===== config.mk =====
export PLATFORM = sky130hd
export DESIGN_NAME = sba_redirect
export DESIGN_NICKNAME = d
export VERILOG_FILES = /design/src/rtl/sba_redirect.sv
export SDC_FILE = /design/constraint.sdc
export NUM_CORES = 1
export LEC_CHECK = 0
export ABC_AREA = 1
export CAP_MARGIN = 20
export CORE_UTILIZATION = 45
export CTS_CLUSTER_DIAMETER = 30
export DETAILED_ROUTE_END_ITERATION = 8
export PLACE_DENSITY = 0.8
export SYNTH_ARGS = -nofsm -noshare
export SYNTH_HDL_FRONTEND = slang
export SYNTH_SLANG_ARGS = --single-unit
export TNS_END_PERCENT = 100

===== constraint.sdc =====
create_clock -name clk -period 2.1 [get_ports clk]
set_clock_uncertainty 0.15 [all_clocks]
set_input_delay 0.21 -clock clk [delete_from_list [all_inputs] [get_ports clk]]
set_output_delay 0.21 -clock clk [all_outputs]
set_load 0.02 [all_outputs]

===== src/rtl/sba_redirect.sv =====
// -----------------------------------------------------------------------------
// sba_redirect
// Single-entry pipeline stage that sits after execute and repairs branch
// mispredictions. It holds one instruction. When a risky branch leaves the
// stage, the module latches the corrected target and checkpoint. It then waits
// for the delay-slot instruction to leave. After that it spends exactly one
// cycle in REDIRECT, pulsing SBA_flush_w_o and discarding whatever it holds.
//
// Optional feature (macro SBA_PERF_CNT_EN): adds output SBA_mispredCnt_o, a
// 32-bit wrapping count of IDLE->WAIT_DS transitions.
//
// Ports
//   clk, rst                     clock, synchronous active-high reset
//   EXE_up_valid_w_i             upstream instruction offered
//   SBA_allowin_w_o              stage accepts upstream instruction this cycle
//   SBA_down_allowin_w_i         downstream accepts held instruction
//   EXE_up_VAddr_i/aluRes_i/corrDest_i   PC, result, resolved target
//   EXE_up_writeNum_i/corrTake_i/branchRisk_i/checkPoint_i  remaining fields
//   CP0_excOccur_w_i             exception kill, wins over everything but reset
//   SBA_valid_w_o, SBA_VAddr_o, SBA_aluRes_o, SBA_writeNum_o  held instruction
//   SBA_flush_w_o, SBA_redirectDest_o, SBA_checkPoint_o       repair outputs
// -----------------------------------------------------------------------------
module sba_redirect #(
    parameter int CKPT_W = 8
) (
    input  logic              clk,
    input  logic              rst,
    input  logic              EXE_up_valid_w_i,
    output logic              SBA_allowin_w_o,
    input  logic              SBA_down_allowin_w_i,
    input  logic [31:0]       EXE_up_VAddr_i,
    input  logic [31:0]       EXE_up_aluRes_i,
    input  logic [31:0]       EXE_up_corrDest_i,
    input  logic [4:0]        EXE_up_writeNum_i,
    input  logic              EXE_up_corrTake_i,
    input  logic              EXE_up_branchRisk_i,
    input  logic [CKPT_W-1:0] EXE_up_checkPoint_i,
    input  logic              CP0_excOccur_w_i,
    output logic              SBA_valid_w_o,
    output logic [31:0]       SBA_VAddr_o,
    output logic [31:0]       SBA_aluRes_o,
    output logic [4:0]        SBA_writeNum_o,
    output logic              SBA_flush_w_o,
    output logic [31:0]       SBA_redirectDest_o,
    output logic [CKPT_W-1:0] SBA_checkPoint_o
`ifdef SBA_PERF_CNT_EN
    ,
    output logic [31:0]       SBA_mispredCnt_o
`endif
);

    typedef enum logic [1:0] {
        ST_IDLE     = 2'd0,
        ST_WAIT_DS  = 2'd1,
        ST_REDIRECT = 2'd2
    } state_t;

    state_t              r_state;
    state_t              w_state_nxt;

    logic                r_has_data;
    logic [31:0]         r_vaddr;
    logic [31:0]         r_alu_res;
    logic [31:0]         r_corr_dest;
    logic [4:0]          r_write_num;
    logic                r_corr_take;
    logic                r_branch_risk;
    logic [CKPT_W-1:0]   r_check_point;

    logic [31:0]         r_redirect_dest;
    logic [CKPT_W-1:0]   r_redirect_ckpt;

    logic                w_redirect;
    logic                w_valid;
    logic                w_allowin;
    logic                w_handoff;
    logic                w_capture;
    logic                w_enter_wait;
    logic [31:0]         w_fix_dest;
    logic                w_flush;

    // Handshake terms shared by the FSM and the datapath
    always_comb begin
        w_redirect = (r_state == ST_REDIRECT);
        w_valid    = r_has_data && !w_redirect;
        w_allowin  = (!r_has_data || SBA_down_allowin_w_i) && !w_redirect;
        w_handoff  = w_valid && SBA_down_allowin_w_i;
        // An exception kills the incoming instruction as well as the held one
        w_capture  = EXE_up_valid_w_i && w_allowin && !CP0_excOccur_w_i;
        // Not-taken target skips the branch and its delay slot; wraps at 2^32
        w_fix_dest = r_corr_take ? r_corr_dest : (r_vaddr + 32'd8);
    end

    // FSM state register
    always_ff @(posedge clk) begin
        if (rst) begin
            r_state <= ST_IDLE;
        end else begin
            r_state <= w_state_nxt;
        end
    end

    // FSM next-state logic; an exception overrides every transition
    always_comb begin
        w_state_nxt = r_state;
        if (CP0_excOccur_w_i) begin
            w_state_nxt = ST_IDLE;
        end else begin
            case (r_state)
                ST_IDLE: begin
                    if (w_handoff && r_branch_risk) begin
                        w_state_nxt = ST_WAIT_DS;
                    end else begin
                        w_state_nxt = ST_IDLE;
                    end
                end
                // The delay slot leaves regardless of its own branchRisk
                ST_WAIT_DS: begin
                    if (w_handoff) begin
                        w_state_nxt = ST_REDIRECT;
                    end else begin
                        w_state_nxt = ST_WAIT_DS;
                    end
                end
                ST_REDIRECT: w_state_nxt = ST_IDLE;
                default:     w_state_nxt = ST_IDLE;
            endcase
        end
    end

    // FSM output logic. A reset or an exception in the REDIRECT cycle
    // abandons the repair, so neither may see a flush pulse.
    always_comb begin
        w_enter_wait = (r_state == ST_IDLE) && (w_state_nxt == ST_WAIT_DS);
        w_flush      = w_redirect && !CP0_excOccur_w_i && !rst;
    end

    // Occupancy flag: the REDIRECT cycle and exceptions discard the entry
    always_ff @(posedge clk) begin
        if (rst) begin
            r_has_data <= 1'b0;
        end else if (CP0_excOccur_w_i || w_redirect) begin
            r_has_data <= 1'b0;
        end else if (w_capture) begin
            r_has_data <= 1'b1;
        end else if (w_handoff) begin
            r_has_data <= 1'b0;
        end
    end

    // Instruction payload register, loaded on capture only
    always_ff @(posedge clk) begin
        if (rst) begin
            r_vaddr       <= 32'd0;
            r_alu_res     <= 32'd0;
            r_corr_dest   <= 32'd0;
            r_write_num   <= 5'd0;
            r_corr_take   <= 1'b0;
            r_branch_risk <= 1'b0;
            r_check_point <= {CKPT_W{1'b0}};
        end else if (w_capture) begin
            r_vaddr       <= EXE_up_VAddr_i;
            r_alu_res     <= EXE_up_aluRes_i;
            r_corr_dest   <= EXE_up_corrDest_i;
            r_write_num   <= EXE_up_writeNum_i;
            r_corr_take   <= EXE_up_corrTake_i;
            r_branch_risk <= EXE_up_branchRisk_i;
            r_check_point <= EXE_up_checkPoint_i;
        end
    end

    // Repair target latched when the mispredicted branch leaves the stage
    always_ff @(posedge clk) begin
        if (rst) begin
            r_redirect_dest <= 32'd0;
            r_redirect_ckpt <= {CKPT_W{1'b0}};
        end else if (w_enter_wait) begin
            r_redirect_dest <= w_fix_dest;
            r_redirect_ckpt <= r_check_point;
        end
    end

`ifdef SBA_PERF_CNT_EN
    logic [31:0] r_mispred_cnt;

    // Misprediction counter; natural 32-bit wrap, never cleared by exceptions
    always_ff @(posedge clk) begin
        if (rst) begin
            r_mispred_cnt <= 32'd0;
        end else if (w_enter_wait) begin
            r_mispred_cnt <= r_mispred_cnt + 32'd1;
        end
    end

    assign SBA_mispredCnt_o = r_mispred_cnt;
`endif

    assign SBA_allowin_w_o    = w_allowin;
    assign SBA_valid_w_o      = w_valid;
    assign SBA_VAddr_o        = r_vaddr;
    assign SBA_aluRes_o       = r_alu_res;
    assign SBA_writeNum_o     = r_write_num;
    assign SBA_flush_w_o      = w_flush;
    assign SBA_redirectDest_o = r_redirect_dest;
    assign SBA_checkPoint_o   = r_redirect_ckpt;

endmodule


==> flow_summary.ini, run 1 <==
[routing]
wire_per_inst_um = 15.6
detail_route.vias_per_cell = 5.06
drc = 0
drtIter0Drc = 430
detail-route-antenna-nets = 0
drt_pre_antenna_iters = 7
postRouteWirelength_mm = 20.2
total_vias_in_the_final_route = 6559

[floorplan]
ios = 228
floorplan.die_area_mm2 = 0.0148
die_h_um = 122
core_area_mm2 = 0.0139
dieWidth_um = 122
floorplan.initialDensity_pct = 46.4
placementRows = 43

[global_route]
grt_pass1_wl_mm = 31.7
grt.total_usage_pct = 28.0
grt_start_max_net_pins = 139
grt_antenna_before_repair = 0
grt-ovfl-total = 0
grt_pass1_vias = 6238

[power]
power_frac_clock_pct = 40.4
internal_power_mw = 5.21
post-layout-total-power_mw = 6.98
static_leak_nw = 3.65
worst_ir_drop_vdd_v = 0.000533
power.share.combinational_pct = 14.0
power_switching_mw = 1.77
power.sequential.fraction_pct = 45.6
switching_share_pct = 25.3
power_density_mw_per_mm2 = 739

[logic_synthesis]
syn_nets = 1012
ff_latch_count_synth = 154
synthesis.yosys.warnings = 0
netlist.area_leader.share_pct = 47.7
synth.yosys.seq_area_share_pct = 47.7
synth.avg_cell_area_um2 = 7.22
synthDominantAreaCellType = dfxtp_1
ys_top_cells_by_area = dfxtp_1 (48%), nor2_1 (12%), o21ai_0 (9.5%)
post_synth_instance_area_mm2 = 0.00646
cell_count_after_synthesis = 895
yosys.cell_types.count = 33

[critical_path]
cp_cell_sequence = inv_2 > nand2_4 > inv_1 > nor2_1 > clkdlybuf4s50_1
crit_arrival_ns = 1.65
critPathMaxStageDelay_ns = 0.61
slowest_stage = clkdlybuf4s50_1
cp.required_ns = 1.74
crit_path_start_kind = flop
end_kind = output pin
path_class = flop to output pin
worst-path-max-fanout = 4

[timing]
finalWorstPathRequiredPeriod_ns = 2.01
period_share_pct = 95.9
setup_tns_ns = 0
worst_slew_margin_rel_pct = 66.3
hold_viol_final = 0
setup_ws_ns = 0.0855
worst_slew_pin_slew_ns = 0.506
fin_hold_ws_ns = 0.221
max_clock_freq_ghz = 0.496
maxSlewViolCount = 0
rsz0062_at_grt = no
number_of_failing_setup_endpoints_in_the_final_timing_report = 0

[place]
hpwlAfterDp_mm = 14.2
dpl_worst_slack_ns = 0.144
dp.cells = 1265
port_buffers = 227
postPlaceCellArea_mm2 = 0.00891
finalWeightedCongestion = 0.932

[cells_and_area]
finalInstanceArea_mm2 = 0.00946
final_common_cell = clkdlybuf4s50_1
design.final.nets = 1221
antenna_cells = 0
final_layout_size_suffix_gt1_share_pct = 7.16
most-common-layout-cells = clkdlybuf4s50_1 (226), nor2_1 (203), dfxtp_1 (154)
utilization_pct = 67.9
layout.cells.non_filler = 1297
area_delta_synth_final_pct = 46.3

[cts]
clkLatencyLatePin_ns = 0.42
tritoncts_num_sinks = 154
clock_tree.buffer_depth = 2
clock_transition_at_the_register_clock_pins_on_the_worst_setup_and_hold_paths_after_cts_ns = 0.06
cts_tree = yes
postCtsHoldBufs = 0
root_buffer = clkbuf_16
cts-buffers-inserted = 17
htreeDepth = 4

[flow_run]
cap_violations = 0

[hold_path]
timing.hold.worst.class = input port to flop

[outcome]
outcome = completed
[path summary, 6_finish.rpt]
check             slack, ns  cells past startpoint                endpoint               start
hold / removal         0.22                      3         SBA_aluRes_o[6]  EXE_up_aluRes_i[6]
hold reg to reg        0.31                      2         r_corr_dest[28]     r_corr_dest[28]
setup / recovery       0.09                      5           SBA_valid_w_o          r_state[0]
setup reg to reg       0.24                      7  SBA_redirectDest_o[17]      SBA_VAddr_o[3]
[area by class of cell]
| class | count | area (um2) |
|---|---|---|
| Fill cell | 1176 | 4480 |
| Sequential cell | 154 | 3080 |
| Multi-Input combinational cell | 632 | 2910 |
| Timing Repair Buffer | 243 | 2470 |
| Clock buffer | 26 | 509 |
| Tap cell | 180 | 225 |
| Inverter | 56 | 216 |
| Clock inverter | 6 | 37.5 |
[logic make-up after synthesis]
| group | after synthesis | share of synthesized area, % |
|---|---|---|
| AOI/OAI and AO/OA | 236 | 19.1 |
| DFF | 154 | 47.7 |
| buffers and inverters | 109 | 7.26 |
| adders and majority gates | 1 | 0.194 |
| xor gates and xnor gates | 5 | 0.678 |
| and+or+nand+nor | 390 | 25.0 |
[timing repair]
item                                    CTS  global route
gates resized for setup                   0             1
endpoints found under the setup margin    0             1
setup buffers                             0             0
[cell usage after synthesis, drive strengths merged]
library cell / number
nor2: 213
dfxtp: 154
o21ai: 142
nand2: 131
a21oi: 84
inv: 55
nand3: 41
clkbuf: 28
buf: 25
a31oi: 7
xor2: 4
nand4: 3
o211a: 2
clkinv: 1
ha: 1
nor3: 1
nor4: 1
o211ai: 1
xnor2: 1
[critical path, delay by kind of cell, from the launching register on]
| family | cells | cell delay (ns) |
|---|---|---|
| buffers and inverters | 3 | 0.73 |
| DFF | 1 | 0.35 |
| and+or+nand+nor | 2 | 0.16 |
[power groups by stage]
| stage | combinational (mW) | sequential (mW) | clock, mW |
|---|---|---|---|
| 6_report | 0.981 | 3.18 | 2.82 |
| 5_1_grt | 1.07 | 3.20 | 2.99 |
| 4_1_cts | 0.984 | 3.18 | 2.86 |
| 3_5_place_dp | 0.976 | 3.24 | 0 |
| 3_3_place_gp | 0.967 | 3.24 | 0 |
| 2_1_floorplan | 0.338 | 3.33 | 0 |
[state kept, by name, indices dropped and copies added (netlist names)]
register	count
r_corr_take	1
SBA_VAddr_o	32
SBA_aluRes_o	32
SBA_checkPoint_o	8
r_check_point	8
r_state	2
r_has_data	1
SBA_writeNum_o	5
r_corr_dest	32
r_branch_risk	1
SBA_redirectDest_o	32
[per-layer routing]
layer / track usage [%] / vias up / wire, um
met2: 44.4 / 248 / 9200
met1: 34.9 / 2936 / 8740
met4: 13.4 / 0 / 673
met3: 7.82 / 46 / 1590
li1: - / 3329 / -
met5: 0 / - / 0
Note: power is estimated with default switching activity, not from simulation.
==> inputs of run 2 (changes only) <==
clock period = 2.06 ns   (was 2.1 ns; I/O delays follow)
==> flow_summary.ini, run 2 (synthesis results as in run 1) <==
[cts]
cts_tree = yes
clkLatencyLatePin_ns = 0.42
clock_transition_at_the_register_clock_pins_on_the_worst_setup_and_hold_paths_after_cts_ns = 0.06
postCtsHoldBufs = 0
cts-buffers-inserted = 17
htreeDepth = 4
clock_tree.buffer_depth = 2
root_buffer = clkbuf_16
tritoncts_num_sinks = 154

[routing]
drt_pre_antenna_iters = 5
postRouteWirelength_mm = 20.4
total_vias_in_the_final_route = 6642
met1Wirelength_mm = 8.54
highest_layer = met4
detail_route.vias_per_cell = 5.12
drc = 0
drtIter0Drc = 477
wire_per_inst_um = 15.7
detail-route-antenna-nets = 0
wl_met3_mm = 1.99
route.met2.wl_mm = 9.37

[floorplan]
dieWidth_um = 122
ios = 228
die_h_um = 122
placementRows = 43
core_area_mm2 = 0.0139
floorplan.die_area_mm2 = 0.0148
floorplan.initialDensity_pct = 46.4

[critical_path]
crit_arrival_ns = 1.68
crit_path_start_kind = flop
end_kind = output pin
path_class = flop to output pin
worst-path-max-fanout = 4
cp.required_ns = 1.70
worstRegToRegCells = 8

[global_route]
grt_start_max_net_pins = 139
grt_antenna_before_repair = 1
grt.total_usage_pct = 28.5
grt_pass1_wl_mm = 32.4
grt-ovfl-total = 0
grt_pass1_vias = 6381

[hold_path]
timing.hold.worst.class = input port to flop
depth_of_the_worst_hold_timing_path = 3

[cells_and_area]
most-common-layout-cells = clkdlybuf4s50_1 (225), nor2_1 (203), dfxtp_1 (154)
design.final.nets = 1224
nFillCells = 1232
final_common_cell = clkdlybuf4s50_1
ff_latch_area_mm2 = 0.00308
multi_input_comb_area_mm2 = 0.00291
final_layout_size_suffix_gt1_share_pct = 6.90
area_delta_synth_final_pct = 45.6

[power]
worst_ir_drop_vdd_v = 0.000502
static_leak_nw = 3.65
power_density_mw_per_mm2 = 735

[flow_run]
cap_violations = 0

[timing]
worst_slew_pin_slew_ns = 0.566
max_clock_freq_ghz = 0.491
rsz0062_at_grt = no
worst_slew_margin_rel_pct = 62.3
maxSlewViolCount = 0
hold_viol_final = 0
period_share_pct = 98.9
finalWorstPathRequiredPeriod_ns = 2.04
setup_tns_ns = 0
fin_hold_ws_ns = 0.213
number_of_failing_setup_endpoints_in_the_final_timing_report = 0

[place]
finalWeightedCongestion = 0.972
port_buffers = 227
hpwlAfterDp_mm = 14.4

[outcome]
outcome = completed
[run 2: through the flow]
step	total power [mW]	cells	worst slack, ns	area (um2)	util (%)
2_1_floorplan	3.74	895	0.340	6460	-
3_3_place_gp	4.29	1268	0.157	8920	64.0
3_5_place_dp	4.30	1268	0.111	8920	64.0
4_1_cts	6.95	1296	0.0130	9400	67.5
5_1_grt	7.20	1296	0.00816	9410	67.5
6_report	6.92	1297	0.0227	9410	67.5
[run 2: routing by layer]
layer  global-route usage (%)  up-vias
met1                     35.4     2999
met4                     11.8        0
met3                     9.18       34
li1                         -     3336
met5                        0        -
met2                     45.2      273
[run 2: final cells by class]
cell class | instances | area share (%)
timing repair buffer | 246 | 26.4
antenna | 1 | 0.0266
multi-input combinational | 632 | 31.0
inverter | 56 | 2.30
sequential | 154 | 32.8
tap | 180 | 2.39
clock inverter | 4 | 0.239
clock buffer | 24 | 4.91
[run 2: path summary, 6_finish.rpt]
kind | from | endpoint | slack, ns
setup reg to reg | SBA_VAddr_o[3] | SBA_redirectDest_o[15] | 0.20
setup / recovery | r_state[1] | SBA_flush_w_o | 0.02
hold reg to reg | r_corr_dest[31] | r_corr_dest[31] | 0.31
hold / removal | EXE_up_writeNum_i[1] | SBA_writeNum_o[1] | 0.21
[run 2: critical path, cell delays in order, from the launching register on]
cell	delay (ns)
dfxtp_1	0.41
nand2_4	0.09
nor2_1	0.13
clkdlybuf4s50_1	0.63
[run 2: what timing repair did]
| item | in CTS | in global routing |
|---|---|---|
| endpoints found under the setup margin | 0 | 2 |
| gates resized for setup | 0 | 2 |
| buffers inserted | 0 | 0 |
[run 2: power by group]
| part | switching, mW | leakage [nW] | internal, mW | total (mW) |
|---|---|---|---|---|
| Combinational | 0.508 | 2.15 | 0.491 | 0.999 |
| Sequential | 0.113 | 1.26 | 3.13 | 3.24 |
| Clock | 1.14 | 0.236 | 1.53 | 2.67 |
